<file path="src/rtl/smd_pad_scheduler_if.sv">
// Host/responder snapshot bus for smd_pad_scheduler: host-side valid/ready
// snapshot input and the committed snapshot toward the six-button responder.
interface smd_pad_scheduler_if;
    logic [11:0] in_btn;
    logic        in_valid;
    logic        in_ready;
    logic [11:0] out_btn;
    logic        commit;

    modport master (
        output in_btn, in_valid,
        input  in_ready, out_btn, commit
    );

    modport slave (
        input  in_btn, in_valid,
        output in_ready, out_btn, commit
    );
endinterface

</file>
<file path="src/rtl/smd_pad_scheduler.sv">
// Holds host button snapshots and commits them to the Mega Drive responder only
// while p7 is quiet. Optional macro SMD_SOCD_EN cleans opposing directions at commit.
module smd_pad_scheduler #(
    parameter logic [11:0] QUIET_CYCLES = 12'd255
) (
    input  logic                 clk,
    input  logic                 rst,
    input  logic                 p7,
    smd_pad_scheduler_if.slave   bus,
    output logic                 busy,
    output logic                 three_button_mode,
    output logic                 mode_locked
);

    localparam logic [0:0] ST_QUIET  = 1'b0;
    localparam logic [0:0] ST_ACTIVE = 1'b1;

    logic [2:0]  p7_pipe;
    logic        p7_edge;
    logic [11:0] cnt_q;
    logic [0:0]  state_q;
    logic [11:0] pend_btn;
    logic        pend_valid;
    logic [11:0] out_q;
    logic        accept;
    logic        do_commit;
    logic [11:0] commit_btn;

    // [0],[1] synchronize p7; [2] is the history flop for edge detection
    always_ff @(posedge clk) begin
        if (rst) p7_pipe <= 3'b111;
        else     p7_pipe <= {p7_pipe[1:0], p7};
    end

    assign p7_edge = p7_pipe[1] ^ p7_pipe[2];

    always_ff @(posedge clk) begin
        if (rst)             cnt_q <= 12'd0;
        else if (p7_edge)    cnt_q <= QUIET_CYCLES;
        else if (cnt_q != 0) cnt_q <= cnt_q - 12'd1;
    end

    always_ff @(posedge clk) begin
        if (rst) begin
            state_q <= ST_QUIET;
        end else begin
            case (state_q)
                ST_QUIET:  if (p7_edge) state_q <= ST_ACTIVE;
                // <= 1 rather than == 1 so a zero QUIET_CYCLES cannot strand ACTIVE
                ST_ACTIVE: if (!p7_edge && cnt_q <= 12'd1) state_q <= ST_QUIET;
                default:   state_q <= ST_QUIET;
            endcase
        end
    end

    assign busy = (state_q == ST_ACTIVE);

    // Decision uses the registered state, so an edge arriving now does not block it
    assign do_commit = (state_q == ST_QUIET) && pend_valid;
    assign accept    = bus.in_valid && !pend_valid;

    always_comb begin
        commit_btn = pend_btn;
`ifdef SMD_SOCD_EN
        if (!pend_btn[0] && !pend_btn[1]) commit_btn[1:0] = 2'b11;
        if (!pend_btn[2] && !pend_btn[3]) commit_btn[3:2] = 2'b11;
`endif
    end

    always_ff @(posedge clk) begin
        if (rst) begin
            pend_valid        <= 1'b0;
            pend_btn          <= 12'hFFF;
            out_q             <= 12'hFFF;
            three_button_mode <= 1'b0;
            mode_locked       <= 1'b0;
        end else begin
            if (do_commit) begin
                out_q      <= commit_btn;
                pend_valid <= 1'b0;
            end else if (accept) begin
                pend_btn   <= bus.in_btn;
                pend_valid <= 1'b1;
            end
            if (accept && !mode_locked) begin
                three_button_mode <= !bus.in_btn[11];
                mode_locked       <= 1'b1;
            end
        end
    end

    assign bus.in_ready = !pend_valid;
    assign bus.out_btn  = out_q;
    assign bus.commit   = do_commit;

endmodule

</file>
<file path="src/flat_wrapper.sv">
// flat-port wrapper written by rule: the top's interface ports become plain ports
module smd_pad_scheduler_flat 
#(
    parameter logic [11:0] QUIET_CYCLES = 12'd255
)
  (clk, rst, p7, busy, three_button_mode, mode_locked, bus_in_btn, bus_in_valid, bus_in_ready, bus_out_btn, bus_commit);
  smd_pad_scheduler_if bus_i ();
  input  logic clk;
  input  logic rst;
  input  logic p7;
  output logic busy;
  output logic three_button_mode;
  output logic mode_locked;
  input wire logic [$bits(bus_i.in_btn)-1:0] bus_in_btn;
  input wire logic [$bits(bus_i.in_valid)-1:0] bus_in_valid;
  output wire logic [$bits(bus_i.in_ready)-1:0] bus_in_ready;
  output wire logic [$bits(bus_i.out_btn)-1:0] bus_out_btn;
  output wire logic [$bits(bus_i.commit)-1:0] bus_commit;
  assign bus_i.in_btn = bus_in_btn;
  assign bus_i.in_valid = bus_in_valid;
  assign bus_in_ready = bus_i.in_ready;
  assign bus_out_btn = bus_i.out_btn;
  assign bus_commit = bus_i.commit;
  smd_pad_scheduler #(.QUIET_CYCLES(QUIET_CYCLES)) u_core (.clk(clk), .rst(rst), .p7(p7), .bus(bus_i), .busy(busy), .three_button_mode(three_button_mode), .mode_locked(mode_locked));
endmodule
</file>
<file path="config.mk">
export PLATFORM = sky130hd
export DESIGN_NAME = smd_pad_scheduler_flat
export DESIGN_NICKNAME = d
export VERILOG_FILES = /design/src/rtl/smd_pad_scheduler_if.sv /design/src/rtl/smd_pad_scheduler.sv /design/src/flat_wrapper.sv
export SDC_FILE = /design/constraint.sdc
export NUM_CORES = 1
export LEC_CHECK = 0
export ABC_CLOCK_PERIOD_IN_PS = 2000
export CORE_ASPECT_RATIO = 0.7
export CORE_MARGIN = 2
export CORE_UTILIZATION = 51
export CTS_CLUSTER_SIZE = 25
export DETAILED_ROUTE_END_ITERATION = 7
export HOLD_SLACK_MARGIN = 0.03
export PLACE_DENSITY_LB_ADDON = 0.25
export SETUP_SLACK_MARGIN = 0.1
export SLEW_MARGIN = 10
export SYNTH_ARGS = -nofsm -noshare
export SYNTH_HDL_FRONTEND = slang
export SYNTH_SLANG_ARGS = --single-unit
</file>
<file path="constraint.sdc">
create_clock -name clk -period 2 [get_ports clk]
set_input_delay 0.4 -clock clk [delete_from_list [all_inputs] [get_ports clk]]
set_output_delay 0.4 -clock clk [all_outputs]
set_load 0.1 [all_outputs]
</file>
# [Word level (Yosys, flattened, before mapping)]
# Cells that the tools add are included.
[op_classes] add_sub_neg=1 magnitude_cmp=1 n_mux=5 n_bitwise=3 n_reduce_logical=13
[ops] operator="two-way mux 8 bit" count=2
[ops] operator="<= comparator 12 x 1 -> 1 bit, second input constant" count=1
[ops] operator="nonzero test 12 bit" count=1
[ops] operator="subtractor 12 x 1 -> 12 bit, second input constant" count=1
[ops] operator="logical AND 1 bit" count=4
[ops] operator="zero test 1 bit" count=4
[ops] operator="OR reduction 2 bit" count=2
[ops] operator="two-way mux 1 bit" count=2
[ops] operator="inverter 1 bit" count=2
[ops] operator="one-hot mux 1 bit (2 select lines)" count=1
[ops] operator="AND reduction 2 bit" count=1
[ops] operator="nonzero test 2 bit" count=1
[ops] operator="bitwise XOR 1 bit" count=1
[word_totals] regBits=43 input_bits=16 output_inout_bits=17 wordCells=32

# [Depth between registers and ports, before layout]
[logic_depth] depth_word=5 depth_mapped=7 mapped_depth_nobuf=6

# [Least setup slack after synthesis]
# Ideal clock, no wire load.
[synth_timing] kind="register to output" startpoint="register u_core.pend_valid" endpoint="output port bus_commit" arrival_ps=1887 required_time_ps=1600 slack_ps=-287 path_stages_with_launch=5 path_buffers=2 path_cell_list="dfxtp_1 -> inv_1 -> nor2_1 -> buf_2 -> buf_2"
[synth_between] elab_chain_cells=1
[synth_lines] element="start: declaration" line="smd_pad_scheduler.sv:23" rtl="logic pend_valid;"
[synth_lines] element="start signal: assignment" line="smd_pad_scheduler.sv:72" rtl="pend_valid <= 1'b0;"
[synth_lines] element="start signal: assignment" line="smd_pad_scheduler.sv:80" rtl="pend_valid <= 1'b0;"
[synth_lines] element="start signal: assignment" line="smd_pad_scheduler.sv:83" rtl="pend_valid <= 1'b1;"
[synth_lines] element="logical AND 1 bit" line="smd_pad_scheduler.sv:59" rtl="assign do_commit = (state_q == ST_QUIET) && pend_valid;"
[synth_lines] element="end: declaration" line="flat_wrapper.sv:18" rtl="output wire logic [$bits(bus_i.commit)-1:0] bus_commit;"
# Every way passes these cells.

# [Worst setup path after layout]
[layout_timing] startpoint="register u_core.cnt_q[8]" endpoint="register u_core.cnt_q[9]"
[layout_between] elab_chain_cells=1 elab_cells_between_ends=2 classes_between="1 x add/sub; 1 x reduce/logical"
[layout_lines] element="start: declaration" line="smd_pad_scheduler.sv:20" rtl="logic [11:0] cnt_q;"
[layout_lines] element="start signal: assignment" line="smd_pad_scheduler.sv:40" rtl="else if (cnt_q != 0) cnt_q <= cnt_q - 12'd1;"
[layout_lines] element="subtractor 12 x 1 -> 12 bit or nonzero test 12 bit (tied branches)" line="smd_pad_scheduler.sv:40"
# Parallel ways exist; a longest one is shown, timed or not.
# A chain may end at the register's enable or synchronous reset.

==> flow_metrics.py <==
metrics = {
    "status": {
        "outcome": "complete, no violations",
    },
    "power_and_ir_drop": {
        "ir_drop_mv": 0.7132,
        "p_leak_nw": 0.9176,
        "power_per_cell_area_mw_per_mm2": 1278,
    },
    "setup_path": {
        "endpoint_kind": "register",
        "crit_type": "register to register",
        "worst_r2r_path_depth": 5,
        "r2r-start": "u_core.cnt_q[8]",
        "cp.required_ns": 2.22,
        "critPathMaxFanout": 6,
        "rrSetupSlack_ns": 0.18,
        "startpoint_type": "register",
        "cp.arrival_ns": 2.04,
        "rr_endpoint": "u_core.cnt_q[9]",
    },
    "grt": {
        "grt_pass1_wl_microns": 5740,
        "grt_remaining_overflow": 0,
        "grt_pass1_vias": 1274,
        "grt_max_degree": 28,
        "antenna_found_initial": 0,
        "grt_usage": 0.1958,
    },
    "sta": {
        "fin_crit_sh": 0.9109,
        "report.final.slew_viol_count": 0,
        "slew_headroom": 0.5450,
        "hold_viol": 0,
        "rsz0062_at_grt": "false",
        "worst_slew_pin_slew_ns": 0.6811,
        "clock-skew-final_ns": 0.002509,
        "finalSetupTns_ns": 0,
        "whs_ns": 0.4281,
        "finalSetupViolations": 0,
        "max_freq_mhz": 548.9,
        "worst_slack_ns": 0.1783,
        "fin_crit_ns": 1.822,
    },
    "layout": {
        "layout.nets": 233,
        "finalNonFillerCells": 262,
        "final_core_util": 0.7190,
        "n_antenna_cell": 0,
        "layout-drive-gt1-share": 0.2605,
        "area_growth_pct": 31.49,
    },
    "cts": {
        "ctsRootBufferMaster": "clkbuf_8",
        "numCtsBuffers": 5,
        "cts_tree": "done",
        "clk_path_buf_depth": 2,
        "postCtsHoldBufs": 0,
        "htree_levels": 2,
        "clk_latency_ns": 0.28,
        "path_clk_slew_ns": 0.08,
        "numClockSinks": 43,
    },
    "routing": {
        "viasPerCell": 5.408,
        "vias": 1417,
        "drt-wirelength-per-cell_microns": 13.53,
        "dr.pass1.iters": 4,
        "drc": 0,
        "finalWirelength_microns": 3544,
        "postRouteAntennaNets": 0,
        "drtIter0Drc": 112,
    },
    "floorplanning": {
        "io_pins": 33,
        "dieHeight_microns": 53.26,
        "die_w_microns": 74.37,
        "core_area_sq_mm": 0.003233,
        "dieArea_sq_mm": 0.003961,
        "start_util": 0.5468,
        "rows": 17,
    },
    "logic_synthesis": {
        "synth.yosys.warnings": 0,
        "synth_cell_type_count": 34,
        "syn_nets": 192,
        "synth_edf_count": 0,
        "ys_ff_latch": 43,
        "ys_async_sr_fraction": 0,
        "syn_area_per_cell_sq_um": 10.22,
        "synth_ff_type": "dfxtp_1",
        "syn_inst": 173,
        "syn_area_sq_mm": 0.001768,
        "ys_seq_area_frac": 0.4869,
    },
    "placed_design": {
        "dpl.cell_count": 246,
        "place.gp.congestion": 0.7376,
        "io_buffers": 32,
        "post-dp-hpwl_microns": 2547,
        "pre_cts_slack_ns": 0.1427,
    },
    "flow_run": {
        "drv_cap": 0,
    },
    "worst_hold_path": {
        "min_from": "u_core.p7_pipe[0]",
        "hold_path_depth": 1,
        "holdPathEnd": "u_core.p7_pipe[1]",
        "min_path_type": "register to register",
    },
}
==> per-layer routing <==
layer / GRT usage / part of all wire / wire, microns / vias up
met5: 0 / 0 / 0 / -
met4: 0.06845 / 0.0096 / 34 / 0
met3: 0.05714 / 0.053 / 188 / 6
met2: 0.2891 / 0.45 / 1591 / 51
met1: 0.2718 / 0.49 / 1729 / 661
li1: - / - / - / 699
==> state kept, by name (all words and copies together), names as in the netlist <==
| name | count |
|---|---|
| u_core.three_button_mode | 1 |
| u_core.pend_valid | 1 |
| u_core.bus.out_btn | 12 |
| u_core.p7_pipe | 3 |
| u_core.mode_locked | 1 |
| u_core.cnt_q | 12 |
| u_core.busy | 1 |
| u_core.commit_btn | 12 |
==> worst max-delay path by stage <==
stage,start,end
floorplan,u_core.pend_valid,bus_commit
global placement,bus_in_valid,u_core.commit_btn[10]
detailed placement,bus_in_valid,u_core.commit_btn[0]
CTS,u_core.cnt_q[0],u_core.cnt_q[8]
global route,u_core.cnt_q[8],u_core.cnt_q[9]
finish,u_core.cnt_q[8],u_core.cnt_q[9]
==> logic make-up after synthesis <==
group           count (synthesis)  share of synthesized area
xor+xnor                        3                    0.01486
compound gates                 50                     0.2074
buf+inv                        14                    0.04317
fa+ha+maj                       3                    0.02123
simple gates                   60                     0.2265
flops                          43                     0.4869
==> worst max-delay path, stage by stage (launching register included) <==
cell and delay [ns]:
dfxtp_1 0.36, or4_4 0.59, o211ai_1 0.44, buf_4 0.19, o31ai_1 0.06, a21oi_1 0.12
==> where the power goes <==
part | switching (mW) | internal (mW) | total [mW]
registers | 0.159 | 0.998 | 1.16
logic | 0.577 | 0.457 | 1.03
clock network | 0.280 | 0.499 | 0.779
total | 1.02 | 1.95 | 2.97
==> timing repair <==
action / 4_1_cts / 5_1_grt
setup buffers: 0 / 8
endpoints found under the setup margin: 0 / 7
resized for setup: 0 / 4
==> synthesized netlist by cell type (2+ instances only) <==
cell,count,area (sq um)
nor2_1,8,30.03
a21oi_1,9,45.04
xnor2_1,2,17.52
inv_1,4,15.01
nand2_1,8,30.03
or2_2,3,18.77
a31oi_1,5,31.28
nor2b_1,13,81.33
or3b_2,2,17.52
or3_1,2,12.51
a211o_1,24,210.2
o21ai_0,5,25.02
clkbuf_1,5,18.77
nand2b_1,2,12.51
ha_1,3,37.54
or3_2,3,22.52
and2_1,12,75.07
buf_2,2,10.01
o211ai_1,2,15.01
o31ai_1,3,22.52
dfxtp_1,43,860.8
==> cell usage in the layout (no fill, tap or decap), types with 7 or more instances in the layout <==
cell type | synthesis | final
a211o_1 | 24 | 24
a21oi_1 | 9 | 9
and2_1 | 12 | 12
buf_4 | 0 | 26
clkdlybuf4s50_1 | 0 | 15
dfxtp_1 | 43 | 41
nand2_1 | 8 | 8
nor2_1 | 8 | 7
nor2b_1 | 13 | 13
==> stage by stage <==
step	power (mW)	area, sq um
after CTS	2.924	2256
final	2.970	2325
after floorplan	1.955	1802
after detailed placement	2.150	2123
after global routing	3.124	2325
after global placement	2.101	2123
==> final cells by class <==
type                       count  area [sq um]
multi-input combinational    116         845.8
inverter                       4         18.77
clock buffer                   6         72.57
tap                           47         58.81
sequential                    43         863.3
fill                         239         908.4
clock inverter                 2         60.06
timing repair buffer          44         405.4
Power figures use the tool's default switching activity.
